File: src/rtl/ex_stage_control_pkg.sv
// Shared definitions for the EX-stage control slice.
// Forward-select encodings, ALU operation codes and the hard-wired zero register.
// Imported by ex_forward_select and ex_stage_control.
package ex_stage_control_pkg;

    // ALU operand source selects, shared by both operand muxes.
    localparam logic [1:0] FWD_REGFILE = 2'd0;  // value read from the register file
    localparam logic [1:0] FWD_EXMEM   = 2'd1;  // EX/MEM pipeline register (previous ALU result)
    localparam logic [1:0] FWD_MEMWB   = 2'd2;  // MEM/WB pipeline register (ALU or load result)

    // Register 0 is hard-wired to zero; writes to it are discarded, so it is never a producer.
    localparam int REG_ZERO = 0;

    // ALU operation codes as produced by the decoder.
    typedef enum logic [3:0] {
        ALU_ADD = 4'd0,
        ALU_SUB = 4'd1,
        ALU_AND = 4'd2,
        ALU_OR  = 4'd3,
        ALU_XOR = 4'd4,
        ALU_SLL = 4'd5,
        ALU_SRL = 4'd6,
        ALU_SRA = 4'd7,
        ALU_LUI = 4'd8
    } aluOp_e;

endpackage

File: src/rtl/ex_forward_select.sv
// Purpose: pick the ALU operand source for one source register, evaluated in ID.
// Latency: combinational; the caller registers the result into the EX slot.
// Backpressure: none; a load in EX is never forwarded, the stall path covers it.
// Ports:
//   srcReg, usesSrc             source register under test and whether it is read
//   eRegWrite/eWriteReg/eMemToReg  producer currently in EX (lands in EX/MEM next cycle)
//   mRegWrite/mWriteReg         producer currently in MEM (lands in MEM/WB next cycle)
//   fwdSel                      FWD_REGFILE / FWD_EXMEM / FWD_MEMWB
module ex_forward_select
    import ex_stage_control_pkg::*;
#(
    parameter int REG_ADDR_W = 5
) (
    input  logic [REG_ADDR_W-1:0] srcReg,
    input  logic                  usesSrc,
    input  logic                  eRegWrite,
    input  logic [REG_ADDR_W-1:0] eWriteReg,
    input  logic                  eMemToReg,
    input  logic                  mRegWrite,
    input  logic [REG_ADDR_W-1:0] mWriteReg,
    output logic [1:0]            fwdSel
);

    always_comb begin
        fwdSel = FWD_REGFILE;
        // Checking srcReg against zero also excludes a zero destination on either producer.
        if (usesSrc && (srcReg != REG_ADDR_W'(REG_ZERO))) begin
            // Nearer producer first. A load in EX falls through to the MEM check:
            // its data is not ready yet and the hazard logic bubbles the consumer.
            if (eRegWrite && !eMemToReg && (eWriteReg == srcReg)) begin
                fwdSel = FWD_EXMEM;
            end else if (mRegWrite && (mWriteReg == srcReg)) begin
                fwdSel = FWD_MEMWB;
            end
        end
    end

endmodule

File: src/rtl/ex_stage_control.sv
// Purpose: ID/EX control register, EX/MEM destination tracking, forwarding selects, load-use interlock.
// Latency: ID control appears on EX outputs 1 cycle later; a load-use stall costs exactly one bubble.
// Backpressure: stallId (combinational) holds PC and IF/ID; downstream slots always advance.
// Ports:
//   clk, rst                     clock, synchronous active-high reset
//   id*                          decoded instruction in ID, plus idFlush to kill it
//   ealuc/eshift/ealuimm         EX ALU controls
//   eValid/eRegWrite/eMemToReg/eWriteReg  EX slot status (all zero on a bubble)
//   forwardA/forwardB            registered ALU operand selects
//   stallId, stallCount          load-use interlock and saturating stall-cycle counter
module ex_stage_control
    import ex_stage_control_pkg::*;
#(
    parameter int REG_ADDR_W  = 5,
    parameter int ALUOP_W     = 4,
    parameter int STALL_CNT_W = 16
) (
    input  logic                   clk,
    input  logic                   rst,
    input  logic                   idValid,
    input  logic [ALUOP_W-1:0]     idAluOp,
    input  logic                   idShift,
    input  logic                   idAluImm,
    input  logic [REG_ADDR_W-1:0]  idRs,
    input  logic [REG_ADDR_W-1:0]  idRt,
    input  logic                   idUsesRs,
    input  logic                   idUsesRt,
    input  logic                   idRegWrite,
    input  logic [REG_ADDR_W-1:0]  idWriteReg,
    input  logic                   idMemToReg,
    input  logic                   idFlush,
    output logic [ALUOP_W-1:0]     ealuc,
    output logic                   eshift,
    output logic                   ealuimm,
    output logic                   eValid,
    output logic                   eRegWrite,
    output logic                   eMemToReg,
    output logic [REG_ADDR_W-1:0]  eWriteReg,
    output logic [1:0]             forwardA,
    output logic [1:0]             forwardB,
    output logic                   stallId,
    output logic [STALL_CNT_W-1:0] stallCount
);

    // MEM shadow slot. Only the destination matters once an instruction leaves EX:
    // a load's data is available by MEM/WB, so its load flag is not carried along.
    // Nothing here consumes the WB slot: the register file's write-through already
    // serves readers of a producer that is in WB while they sit in ID, so no WB
    // state is kept.
    typedef struct packed {
        logic                  regWrite;
        logic [REG_ADDR_W-1:0] writeReg;
    } slot_t;

    slot_t      mSlot;
    logic [1:0] fwdSelA;
    logic [1:0] fwdSelB;
    logic       hz;
    logic       loadBubble;

    ex_forward_select #(.REG_ADDR_W(REG_ADDR_W)) uFwdA (
        .srcReg    (idRs),
        .usesSrc   (idUsesRs),
        .eRegWrite (eRegWrite),
        .eWriteReg (eWriteReg),
        .eMemToReg (eMemToReg),
        .mRegWrite (mSlot.regWrite),
        .mWriteReg (mSlot.writeReg),
        .fwdSel    (fwdSelA)
    );

    ex_forward_select #(.REG_ADDR_W(REG_ADDR_W)) uFwdB (
        .srcReg    (idRt),
        .usesSrc   (idUsesRt),
        .eRegWrite (eRegWrite),
        .eWriteReg (eWriteReg),
        .eMemToReg (eMemToReg),
        .mRegWrite (mSlot.regWrite),
        .mWriteReg (mSlot.writeReg),
        .fwdSel    (fwdSelB)
    );

    // Load in EX whose destination is read by the instruction in ID.
    always_comb begin
        hz = idValid && eMemToReg && eRegWrite
             && (eWriteReg != REG_ADDR_W'(REG_ZERO))
             && ((idUsesRs && (idRs == eWriteReg)) || (idUsesRt && (idRt == eWriteReg)));
        // A flushed instruction is discarded anyway, so holding it would only waste a cycle.
        stallId    = hz && !idFlush;
        loadBubble = idFlush || hz || !idValid;
    end

    always_ff @(posedge clk) begin
        if (rst) begin
            ealuc      <= '0;
            eshift     <= 1'b0;
            ealuimm    <= 1'b0;
            eValid     <= 1'b0;
            eRegWrite  <= 1'b0;
            eMemToReg  <= 1'b0;
            eWriteReg  <= '0;
            forwardA   <= FWD_REGFILE;
            forwardB   <= FWD_REGFILE;
            mSlot      <= '0;
            stallCount <= '0;
        end else begin
            // Shadow slot advances unconditionally; a bubble in EX becomes a bubble in MEM.
            mSlot.regWrite <= eRegWrite;
            mSlot.writeReg <= eWriteReg;

            if (loadBubble) begin
                ealuc     <= '0;
                eshift    <= 1'b0;
                ealuimm   <= 1'b0;
                eValid    <= 1'b0;
                eRegWrite <= 1'b0;
                eMemToReg <= 1'b0;
                eWriteReg <= '0;
                forwardA  <= FWD_REGFILE;
                forwardB  <= FWD_REGFILE;
            end else begin
                ealuc     <= idAluOp;
                eshift    <= idShift;
                ealuimm   <= idAluImm;
                eValid    <= 1'b1;
                eRegWrite <= idRegWrite;
                eMemToReg <= idMemToReg;
                eWriteReg <= idWriteReg;
                forwardA  <= fwdSelA;
                forwardB  <= fwdSelB;
            end

            if (stallId && (stallCount != {STALL_CNT_W{1'b1}})) begin
                stallCount <= stallCount + 1'b1;
            end
        end
    end

endmodule

File: config.mk
export PLATFORM = sky130hd
export DESIGN_NAME = ex_stage_control
export DESIGN_NICKNAME = d
export VERILOG_FILES = /design/src/rtl/ex_stage_control_pkg.sv /design/src/rtl/ex_forward_select.sv /design/src/rtl/ex_stage_control.sv
export SDC_FILE = /design/constraint.sdc
export NUM_CORES = 1
export LEC_CHECK = 0
export CAP_MARGIN = 10
export CORE_MARGIN = 4
export CORE_UTILIZATION = 33
export DETAILED_ROUTE_END_ITERATION = 7
export SLEW_MARGIN = 40
export SYNTH_ARGS = -nofsm -noshare
export SYNTH_HDL_FRONTEND = slang
export SYNTH_HIERARCHICAL = 1
export SYNTH_SLANG_ARGS = --single-unit
File: constraint.sdc
create_clock -name clk -period 3.38 [get_ports clk]
set_input_delay 0.676 -clock clk [delete_from_list [all_inputs] [get_ports clk]]
set_output_delay 0.676 -clock clk [all_outputs]
set_load 0.01 [all_outputs]
After elaboration in Yosys (flattened, before gate mapping)
Index checks and enable logic that the tools add are counted.
Widths: inputs -> output; s select.
Word-level totals
  logic and storage cells: 58
  output and inout bits: 35
  flip-flop bits (word level): 40
  input port bits: 29
Operators by class
  multiplexer cells: 5
  equality and inequality tests: 7
  reduce and logical (&&, ||, !) cells: 29
  bitwise logic cells: 2
  add/subtract/negate cells: 1
Operators with widths (number)
  $eq 5x5->1: 6
  $add 16x1->16 const B: 1
  $ne 16x16->1 const B: 1
  $logic_and 1x1->1: 15
  $reduce_bool 5->1: 3
  $reduce_or 4->1: 2
  $reduce_or 3->1: 2
  $mux 2: 2
  $logic_not 1->1: 3
  $logic_or 1x1->1: 3
  $mux 1: 3
  $not 1->1: 2
  $reduce_or 2->1: 1

Logic depth before layout (Yosys ltp)
  depth after elaboration: 7
  depth in mapped cells: 7
  depth with buffers taken out: 6

By module
The synthesis kept the hierarchy.
By module, submodules not included
  ex_stage_control: instances 1, area each 1742.9 sq um, cells an instance 184
  ex_forward_select: instances 2, area each 141.4 sq um, cells an instance 18

Worst setup path after synthesis
OpenSTA, ideal clock, no wires.
  kind: input-to-output
  start point: input port idRt[2]
  end point: output port stallId
  arrival time: 1651 ps
  path buffers: 2
  stages on the path: 6
  slack: 1053 ps
  required time: 2704 ps
  cells stage by stage: xnor2_1 nand4_1 o22a_1 buf_2 buf_2 nor2_1
Between the ends
  word-level cells in the longest chain between the ends: 5
RTL lines
  start, declared: line ex_stage_control.sv:25  | input logic [REG_ADDR_W-1:0] idRt,
  $eq 5x5->1: line ex_stage_control.sv:87  | && ((idUsesRs && (idRs == eWriteReg)) || (idUsesRt && (idRt == eWriteReg)));
  $logic_and 1x1->1: line ex_stage_control.sv:87
  $logic_or 1x1->1: line ex_stage_control.sv:87
  $logic_and 1x1->1: line ex_stage_control.sv:87
  $logic_and 1x1->1: line ex_stage_control.sv:89  | stallId = hz && !idFlush;
  end, declared: line ex_stage_control.sv:41  | output logic stallId,
Every way passes these cells.

Worst setup path in the final report
Same ends and word-level chain as after synthesis.

==> flow_metrics.tcl <==
set metrics [dict create \
    crit_path_max_incr_delay_ns 0.57 \
    die_area_um2 7460 \
    cts_hold_buf 0 \
    ys_warn_count 6 \
    worst_path_most_repeated_cell "clkdlybuf4s50_1" \
    synth_cell_types 41 \
    p_per_area_nw_per_um2 345 \
    die_height_um 86.4 \
    path_buf_inv 2 \
    wl_um 5130 \
    placed_cell_area_um2 2790 \
    die_w_um 86.4 \
    synth_area_per_cell_um2 9.21 \
    diodes 0 \
    drive_gt1_frac 0.102 \
    setup_viol 0 \
    clk-insertion-delay-late_ns 0.29 \
    finalMaxSlewViolations 0 \
    critPathRequiredTime_ns 2.70 \
    post-route-drc-count 0 \
    crit_fanout 4 \
    cts_max_level 2 \
    crit_chain "clkdlybuf4s50_1, xnor2_1, nand4_1, o22a_1, nor2_1, clkdlybuf4s50_1" \
    use_met1 0.182 \
    synth_top_area_frac 0.395 \
    grt_max_degree 29 \
    synth_commonest_cells "dfxtp_1, and2_1, xor2_1, xnor2_1, a21oi_1" \
    fin_setup_tns_ns 0 \
    synth.largest_area_cell "dfxtp_1" \
    hold_path.class "reg2reg" \
    grt_use_total 0.140 \
    rsz0062_at_grt "no" \
    worstMarginPinSlew_ns 0.579 \
    synth-main-ff-cell "dfxtp_1" \
    gp_congestion 0.779 \
    seq_area_frac_synth 0.395 \
    critPathArrivalTime_ns 2.53 \
    post-cts-setup-buffers 0 \
    drtIter0Drc 87 \
    vdd_ir_drop_max_uv 255 \
    critical-path-top-delay-family "buffers and inverters" \
    antenna_found_initial 0 \
    yosys-top-cells-area "dfxtp_1, xor2_1, xnor2_1" \
    areaGrowthSynthToFinish_pct 43.5 \
    outcome "completed" \
    fin_hold_ws_ns 0.499 \
    nNetsFinal 323 \
    end_kind "primary output" \
    vias 1852 \
    cts_sinks 40 \
    slew_headroom 0.612 \
    io_buffers 63 \
    start_util 0.340 \
    slowest_stage "clkdlybuf4s50_1" \
    fin_util 0.488 \
    grt_pass1_wl_um 8400 \
    cts_tree "done" \
    ys_ff_latch 40 \
    grt_use_met2 0.236 \
    hold_viol 0 \
    num_io_pins 64 \
    cts.clk_slew.worst_paths_ns 0.08 \
    async_reset_ff_frac 0 \
    cts_resized 0 \
    synth-edff-count 0 \
    cts_buffers 5 \
    dp_hpwl_um 3820 \
    syn_area_um2 2030 \
    busiest_layer "met2" \
    synth.most_common_cell "dfxtp_1" \
    netlist_instances 220 \
    core-area_um2 5960 \
    p_leak_nw 0.983 \
    postRouteAntennaNets 0 \
    syn_nets 250 \
    max_cap_viol_count 0 \
    routedWlPerCell_um 13.9 \
    vias_per_cell 5.02 \
    power.total_mw 1.00 \
    fin_crit_sh 0.948 \
    met3_usage 0.0342 \
    path_class "in2out" \
    drt-pass1-iter-count 4 \
    num_rows 28 \
    grt.overflow.total 0 \
    min_period_ns 3.20 \
    first_global_vias 1783 \
    critPathLaunchType "input pin" \
    cts-root-buf "clkbuf_8" \
    clock_skew_ns 0.00754 \
    max_freq_mhz 312 \
    clock_tree.buffer_depth 2 \
    finalInstanceArea_um2 2910 \
]
## path summary, 6_finish.rpt
path                  start              to  slack (ns)  cells past startpoint
max                 idRt[2]         stallId        0.18                      6
min          stallCount[12]  stallCount[12]        0.50                      2
max reg2reg   stallCount[0]   stallCount[5]        1.17                      6
min reg2reg  stallCount[12]  stallCount[12]        0.50                      2
## area by class of cell
| type | count | area, um^2 |
|---|---|---|
| fillers | 573 | 3050 |
| multi-input cells | 167 | 1160 |
| flip-flops and latches | 40 | 801 |
| repair buffers | 74 | 713 |
| well taps | 75 | 93.8 |
| clock buffers | 6 | 82.6 |
| clock inverters | 2 | 38.8 |
| inverters | 5 | 18.8 |
## report_power, final
part / internal, mW / leakage [nW] / total [mW] / switching, mW
logic: 0.0647 / 0.598 / 0.108 / 0.0437
registers: 0.477 / 0.324 / 0.483 / 0.00611
clock network: 0.242 / 0.0614 / 0.412 / 0.171
total: 0.783 / 0.983 / 1.00 / 0.220
## per-stage QoR
| stage | setup slack (ns) | cells |
|---|---|---|
| 2_1_floorplan | 1.05 | 220 |
| 6_report | 0.176 | 369 |
| 5_1_grt | 0.0673 | 369 |
| 3_5_place_dp | 0.157 | 361 |
| 3_3_place_gp | 0.187 | 361 |
| 4_1_cts | 0.152 | 369 |
## tightest hold or removal path, cell delays in order, from the launching register on
cell and delay [ns]:
dfxtp_1 0.33, inv_1 0.05, a221oi_1 0.06
## cells in the final DEF (no fill, tap or decap), drive strengths merged, types with 6 or more instances in the layout
| master | netlist | routed |
|---|---|---|
| nand2 | 6 | 6 |
| o21ai | 9 | 9 |
| nor2 | 11 | 11 |
| dfxtp | 40 | 40 |
| buf | 4 | 11 |
| xnor2 | 14 | 14 |
| nand3 | 9 | 9 |
| clkbuf | 4 | 6 |
| or4 | 11 | 11 |
| and2 | 18 | 18 |
| clkdlybuf4s50 | 0 | 63 |
| xor2 | 16 | 16 |
| o31ai | 7 | 7 |
| a21oi | 13 | 13 |
| nor2b | 9 | 9 |
| nor4 | 6 | 6 |
| or3 | 6 | 6 |
## registers in the layout, indices dropped and copies added, names as in the netlist
name / flops
stallCount: 16
mSlot: 6
eWriteReg: 5
ealuc: 4
forwardA: 2
forwardB: 2
eMemToReg: 1
eRegWrite: 1
eValid: 1
ealuimm: 1
eshift: 1
## layer usage
metal  part of all wire  routed length, um
met2               0.48               2490
met4             0.0037                 19
met5                  0                  0
met3              0.068                348
met1               0.44               2280
## kinds of logic (layout without fill, tap and decap cells)
group                      Yosys count  count (layout)  share of synthesized area
and+or+nand+nor                     93              93                      0.277
AOI/OAI and AO/OA                   42              42                      0.152
DFF                                 40              40                      0.395
xor gates and xnor gates            30              30                      0.130
buffers and inverters               13              87                     0.0327
adders and majority gates            1               1                    0.00618
muxes                                1               1                    0.00741
Power figures use the tool's default switching activity.
